--- src/rtl/svarog_trace_pkg.sv ---
// Shared definitions for the Svarog instruction trace buffer.
// Build option: SVAROG_TRACE_MEM_EN adds the RAM access fields (flags,
// address, data) to every stored entry.
package svarog_trace_pkg;

    typedef enum logic [1:0] {
        TR_IDLE = 2'b00,
        TR_PRE  = 2'b01,
        TR_POST = 2'b10,
        TR_DONE = 2'b11
    } tr_state_e;

    localparam int TR_FLAG_RD = 0;
    localparam int TR_FLAG_WR = 1;

    // Entry layout, LSB first: pc | instr | flags | ram addr | ram data.
    // Without the memory fields an entry is just pc | instr.
    function automatic int tr_entry_w(input int xlen);
`ifdef SVAROG_TRACE_MEM_EN
        return xlen + 32 + 2 + 2 * xlen;
`else
        return xlen + 32;
`endif
    endfunction

endpackage

--- src/rtl/svarog_trace_ram.sv ---
// Simple dual-port trace storage: one write port, one synchronous read port.
// A read of the entry being written in the same cycle returns the old data.
module svarog_trace_ram #(
    parameter int DEPTH = 64,
    parameter int WIDTH = 64,
    localparam int AW   = $clog2(DEPTH)
) (
    input  logic             clk_i,
    input  logic             we_i,
    input  logic [AW-1:0]    waddr_i,
    input  logic [WIDTH-1:0] wdata_i,
    input  logic [AW-1:0]    raddr_i,
    output logic [WIDTH-1:0] rdata_o
);

    logic [WIDTH-1:0] mem [DEPTH];

    // Write and registered read share the edge; the read sees pre-write contents.
    always_ff @(posedge clk_i) begin
        if (we_i) begin
            mem[waddr_i] <= wdata_i;
        end
        rdata_o <= mem[raddr_i];
    end

endmodule

--- src/rtl/svarog_trace_buffer.sv ---
// Svarog RV32 instruction trace recorder. Captures retired instructions into
// a circular buffer, stops a programmable number of entries after a PC match
// and offers a one-cycle-latency read port indexed from the oldest entry.
// Build option: SVAROG_TRACE_MEM_EN stores RAM flags/address/data per entry;
// otherwise rd_flags_o, rd_mem_addr_o and rd_mem_data_o are tied to 0.
//
// state   | meaning
// --------+-------------------------------------------
// TR_IDLE | no capture, buffer untouched
// TR_PRE  | capturing, waiting for trigger PC
// TR_POST | capturing, remaining entries counting down
// TR_DONE | frozen, buffer holds the final trace
module svarog_trace_buffer
    import svarog_trace_pkg::*;
#(
    parameter int DEPTH = 64,
    parameter int XLEN  = 32,
    parameter int CNT_W = 16,
    localparam int AW   = $clog2(DEPTH),
    localparam int CW   = AW + 1
) (
    input  logic             clk_i,
    input  logic             reset_ni,
    input  logic             retire_i,
    input  logic [XLEN-1:0]  pc_i,
    input  logic [31:0]      instr_i,
    input  logic             ram_wr_en_i,
    input  logic             ram_rd_en_i,
    input  logic [XLEN-1:0]  ram_addr_i,
    input  logic [XLEN-1:0]  ram_data_i,
    input  logic             arm_i,
    input  logic             trig_en_i,
    input  logic [XLEN-1:0]  trig_pc_i,
    input  logic [CNT_W-1:0] post_count_i,
    input  logic [AW-1:0]    rd_idx_i,
    output logic [XLEN-1:0]  rd_pc_o,
    output logic [31:0]      rd_instr_o,
    output logic [1:0]       rd_flags_o,
    output logic [XLEN-1:0]  rd_mem_addr_o,
    output logic [XLEN-1:0]  rd_mem_data_o,
    output logic [1:0]       state_o,
    output logic [CW-1:0]    count_o,
    output logic             done_o
);

    localparam int EW        = tr_entry_w(XLEN);
    localparam int INSTR_LSB = XLEN;

    tr_state_e        state;
    logic [AW-1:0]    wr_ptr;
    logic [CW-1:0]    count;
    logic [CNT_W-1:0] remaining;
    logic             rd_valid;

    logic             capturing;
    logic             we;
    logic             trig_hit;
    logic [AW-1:0]    rd_addr;
    logic [EW-1:0]    wdata;
    logic [EW-1:0]    rdata;

    assign capturing = (state == TR_PRE) || (state == TR_POST);
    // arm_i restarts the buffer, so a retire in the same cycle is dropped.
    assign we        = retire_i && capturing && !arm_i;
    assign trig_hit  = (state == TR_PRE) && trig_en_i && retire_i && (pc_i == trig_pc_i);
    // Oldest valid entry sits count slots behind the write pointer.
    assign rd_addr   = wr_ptr - count[AW-1:0] + rd_idx_i;

    // Capture FSM, write pointer, fill count and post-trigger down-counter.
    always_ff @(posedge clk_i or negedge reset_ni) begin
        if (!reset_ni) begin
            state     <= TR_IDLE;
            wr_ptr    <= '0;
            count     <= '0;
            remaining <= '0;
        end else if (arm_i) begin
            state     <= TR_PRE;
            wr_ptr    <= '0;
            count     <= '0;
            remaining <= '0;
        end else if (we) begin
            wr_ptr <= wr_ptr + AW'(1);
            if (count != CW'(DEPTH)) begin
                count <= count + CW'(1);
            end
            case (state)
                TR_PRE: begin
                    if (trig_hit) begin
                        if (post_count_i == '0) begin
                            state <= TR_DONE;
                        end else begin
                            state     <= TR_POST;
                            remaining <= post_count_i;
                        end
                    end
                end
                TR_POST: begin
                    remaining <= remaining - CNT_W'(1);
                    if (remaining == CNT_W'(1)) begin
                        state <= TR_DONE;
                    end
                end
                default: ;
            endcase
        end
    end

    // Remember whether the sampled read index addressed a valid entry.
    always_ff @(posedge clk_i or negedge reset_ni) begin
        if (!reset_ni) begin
            rd_valid <= 1'b0;
        end else begin
            rd_valid <= ({1'b0, rd_idx_i} < count);
        end
    end

    svarog_trace_ram #(
        .DEPTH (DEPTH),
        .WIDTH (EW)
    ) u_ram (
        .clk_i   (clk_i),
        .we_i    (we),
        .waddr_i (wr_ptr),
        .wdata_i (wdata),
        .raddr_i (rd_addr),
        .rdata_o (rdata)
    );

    assign rd_pc_o    = rd_valid ? rdata[XLEN-1:0] : '0;
    assign rd_instr_o = rd_valid ? rdata[INSTR_LSB +: 32] : '0;

`ifdef SVAROG_TRACE_MEM_EN
    localparam int FLAG_LSB = XLEN + 32;
    localparam int ADDR_LSB = XLEN + 34;
    localparam int DATA_LSB = 2 * XLEN + 34;

    logic [1:0] wflags;

    assign wflags[TR_FLAG_WR] = ram_wr_en_i;
    assign wflags[TR_FLAG_RD] = ram_rd_en_i;
    assign wdata = {ram_data_i, ram_addr_i, wflags, instr_i, pc_i};

    assign rd_flags_o    = rd_valid ? rdata[FLAG_LSB +: 2] : '0;
    assign rd_mem_addr_o = rd_valid ? rdata[ADDR_LSB +: XLEN] : '0;
    assign rd_mem_data_o = rd_valid ? rdata[DATA_LSB +: XLEN] : '0;
`else
    logic unused_mem;

    assign unused_mem    = ^{ram_wr_en_i, ram_rd_en_i, ram_addr_i, ram_data_i};
    assign wdata         = {instr_i, pc_i};
    assign rd_flags_o    = '0;
    assign rd_mem_addr_o = '0;
    assign rd_mem_data_o = '0;
`endif

    assign state_o = state;
    assign count_o = count;
    assign done_o  = (state == TR_DONE);

endmodule

--- config.mk ---
export PLATFORM = sky130hd
export DESIGN_NAME = svarog_trace_buffer
export DESIGN_NICKNAME = d
export VERILOG_FILES = /design/src/rtl/svarog_trace_pkg.sv /design/src/rtl/svarog_trace_ram.sv /design/src/rtl/svarog_trace_buffer.sv
export SDC_FILE = /design/constraint.sdc
export NUM_CORES = 2
export LEC_CHECK = 0
export BUFFER_PORTS_ARGS = -buffer_cell sky130_fd_sc_hd__buf_2
export CAP_MARGIN = 20
export CORE_MARGIN = 5
export CORE_UTILIZATION = 40
export CTS_BUF_LIST = sky130_fd_sc_hd__clkbuf_4
export CTS_CLUSTER_DIAMETER = 60
export DETAILED_ROUTE_END_ITERATION = 8
export HOLD_SLACK_MARGIN = 0.12
export PLACE_DENSITY = 0.53
export SYNTH_ARGS = -nofsm -noshare
export SYNTH_HDL_FRONTEND = slang
export SYNTH_SLANG_ARGS = --single-unit
--- constraint.sdc ---
create_clock -name clk_i -period 6.6 [get_ports clk_i]
set_input_delay 1.32 -clock clk_i [delete_from_list [all_inputs] [get_ports clk_i]]
set_output_delay 1.32 -clock clk_i [all_outputs]
set_load 0.02 [all_outputs]
==> impl_metrics.json <==
{
  "cp.arrival_ns": 6.45,
  "multi_input_area_mm2": 0.0361,
  "async_reset_ff_frac": 0.00763,
  "die_y_um": 648,
  "fin_util": 0.463,
  "ys.flop_type": "edfxtp_1",
  "hold_start": "pc_i[21]",
  "hp-class": "in2reg",
  "synth_cell_type_count": 58,
  "grtUsageTotal": 0.220,
  "pre_cts_slack_ns": 1.10,
  "power.density_mw_per_mm2": 338,
  "final_cell_mix": "4096 x edfxtp_1, 1726 x clkbuf_4, 1024 x mux4_2",
  "post_cts_buffers": 0,
  "synth_warnings": 0,
  "cts_tree": "yes",
  "synth_cells": 7039,
  "num_vias": 81000,
  "antenna_found_initial": 28,
  "die_area_mm2": 0.420,
  "io_pins": 329,
  "p_leak_nw": 63.0,
  "finalCritPeriodShare": 0.780,
  "port_buffers": 196,
  "synth_edf_count": 4096,
  "routed_wl_mm": 461,
  "cts_hold_buf": 31,
  "yosysSeqAreaShare": 0.769,
  "ant_nets": 0,
  "grt_max_degree": 66,
  "slowest_delay_ns": 1.38,
  "yosysTopAreaCell": "edfxtp_1",
  "final_common_cell": "edfxtp_1",
  "area_growth_pct": 15.4,
  "run_status": "complete, no violations",
  "rrSetupSlack_ns": 1.45,
  "crit_path_max_fanout": 44,
  "tightestPinTransition_ns": 1.18,
  "fmax_ghz": 0.194,
  "clk_pin_slew_ns": 0.07,
  "nets": 8663,
  "synth_area_leaders": "edfxtp_1 76%, mux4_2 14%, mux2i_1 5.9%",
  "cp-end-kind": "flip-flop",
  "first_iter_violations": 8259,
  "cts-root-buf": "clkbuf_4",
  "setup_tns_ns": 0,
  "rows": 234,
  "max_slew_margin": 0.216,
  "drc": 0,
  "startpoint_type": "flip-flop",
  "synthesis.area_mm2": 0.163,
  "layout-drive-gt1-share": 0.372,
  "cts_num_sinks": 4192,
  "grt_overflow": 0,
  "drtPass1Iterations": 6,
  "crit_end": "u_ram.rdata_o[46]",
  "rsz0062_at_grt": "no",
  "regArea_mm2": 0.125,
  "fill_cells": 34400,
  "grt_pass1_vias": 85900,
  "htreeDepth": 7,
  "crit_chain": "inv_1 > fa_1 > fa_4 > buf_12 > buf_12 > mux4_2 > mux2i_1 > mux2i_1 > mux2i_1 > mux2i_1",
  "avgViaCountPerCell": 5.54,
  "slew_violations": 0,
  "maxCapViolCount": 0,
  "r2r-end": "u_ram.rdata_o[46]",
  "finalHoldViolations": 0,
  "core_area_mm2": 0.406,
  "synth_area_per_cell_um2": 23.1,
  "ys_ff_latch": 4192,
  "clk_latency_ns": 1.64,
  "initial_utilization": 0.401,
  "critical-path-slowest-cell": "fa_4",
  "post-route-min-period_ns": 5.15,
  "wire_per_inst_um": 31.5,
  "cts_resized": 0,
  "grt_pass1_wl_mm": 642,
  "reg2regPathDepth": 10,
  "crit_required_ns": 7.90,
  "numCtsBuffers": 1183,
  "ir_drop_mv": 0.186,
  "setup_viol": 0,
  "fin_skew_ns": 0.174,
  "rr_startpoint": "wr_ptr[1]",
  "gp_congestion": 0.755,
  "yosysTopAreaCellShare": 0.756,
  "worst_slack_ns": 1.45,
  "die_w_um": 648,
  "total_power_mw": 63.5,
  "hpwl_mm": 237,
  "crit_top_cell": "mux2i_1",
  "cts_buffer_depth": 5,
  "critPathLaunch": "wr_ptr[1]",
  "path_class": "reg2reg"
}
==> kinds of logic after synthesis <==
group | synth area share
xor gates and xnor gates | 0.00257
DFF | 0.769
muxes | 0.201
buffers and inverters | 0.0147
and+or+nand+nor | 0.00806
adders and majority gates | 0.00208
other | 0.0000230
AOI/OAI and AO/OA | 0.00290
==> cell usage after synthesis, types with 2 or more instances <==
| cell type | n |
|---|---|
| a211o_1 | 2 |
| a21o_1 | 6 |
| a21oi_1 | 23 |
| a22oi_1 | 3 |
| a31oi_1 | 10 |
| and2_1 | 65 |
| and3_1 | 7 |
| buf_1 | 13 |
| buf_2 | 216 |
| buf_4 | 104 |
| clkbuf_1 | 87 |
| clkinv_1 | 3 |
| dfrtp_1 | 32 |
| dfxtp_1 | 64 |
| edfxtp_1 | 4096 |
| fa_1 | 5 |
| ha_1 | 19 |
| inv_1 | 35 |
| mux2i_1 | 964 |
| mux4_2 | 1024 |
| nand2_1 | 27 |
| nand2b_1 | 3 |
| nand3_1 | 15 |
| nand4_1 | 9 |
| nor2_1 | 91 |
| nor2b_1 | 3 |
| nor3_1 | 15 |
| nor4_1 | 10 |
| o21ai_0 | 4 |
| o21ai_1 | 2 |
| o31ai_1 | 8 |
| o32ai_1 | 5 |
| or3_1 | 2 |
| xnor2_1 | 33 |
| xor2_1 | 11 |
==> how the worst min path moves through the flow <==
stage                              endpoint  slack (ns)  depth (start not counted)
after floorplan                remaining[5]        0.48                          2
after global placement        remaining[10]        0.51                          2
after detailed placement      remaining[11]        0.52                          2
after CTS                 u_ram.mem[57][54]        0.12                          1
after global routing      u_ram.mem[44][43]        0.14                          1
final                     u_ram.mem[26][21]        0.29                          2
==> report_power, final <==
| group | total (mW) | switching (mW) | internal [mW] |
|---|---|---|---|
| registers | 29.7 | 0.244 | 29.5 |
| clock network | 22.6 | 10.4 | 12.2 |
| logic | 11.2 | 6.10 | 5.13 |
| total | 63.5 | 16.7 | 46.8 |
==> routing by layer <==
metal,track usage,vias to the layer above,part of all wire
li1,-,33100,-
met1,0.302,43700,0.42
met2,0.351,3400,0.49
met3,0.0441,728,0.066
met4,0.0803,4,0.025
met5,0,-,0.000030
==> critical path, delay by kind of cell (launching register included) <==
kind,cells,cell delay [ns]
flops,1,0.61
mux,5,1.24
fa+ha+maj,2,1.93
buf+inv,3,0.90
==> metrics by stage <==
stage	hold WS [ns]	instance area (µm²)	cells
6_report	0.286	188000	14600
3_3_place_gp	0.506	173000	12600
3_5_place_dp	0.515	173000	12600
2_1_floorplan	0.481	163000	7104
5_1_grt	0.137	188000	14600
4_1_cts	0.122	187000	14600
==> sequential cells by signal (all words and copies together) (netlist names) <==
name           flops
u_ram.mem       4096
wr_ptr             6
count_o            7
u_ram.rdata_o     64
state_o            2
rd_valid           1
remaining         16
==> cell type report <==
cell class                      instances  area share
Sequential cell                      4192       0.666
Multi-Input combinational cell       2453       0.192
Clock buffer                         1726      0.0690
Tap cell                             5428      0.0362
Timing Repair Buffer                  582      0.0307
Clock inverter                        188     0.00532
Inverter                               38    0.000759
Antenna cell                           22    0.000293
Power figures use the tool's default switching activity.
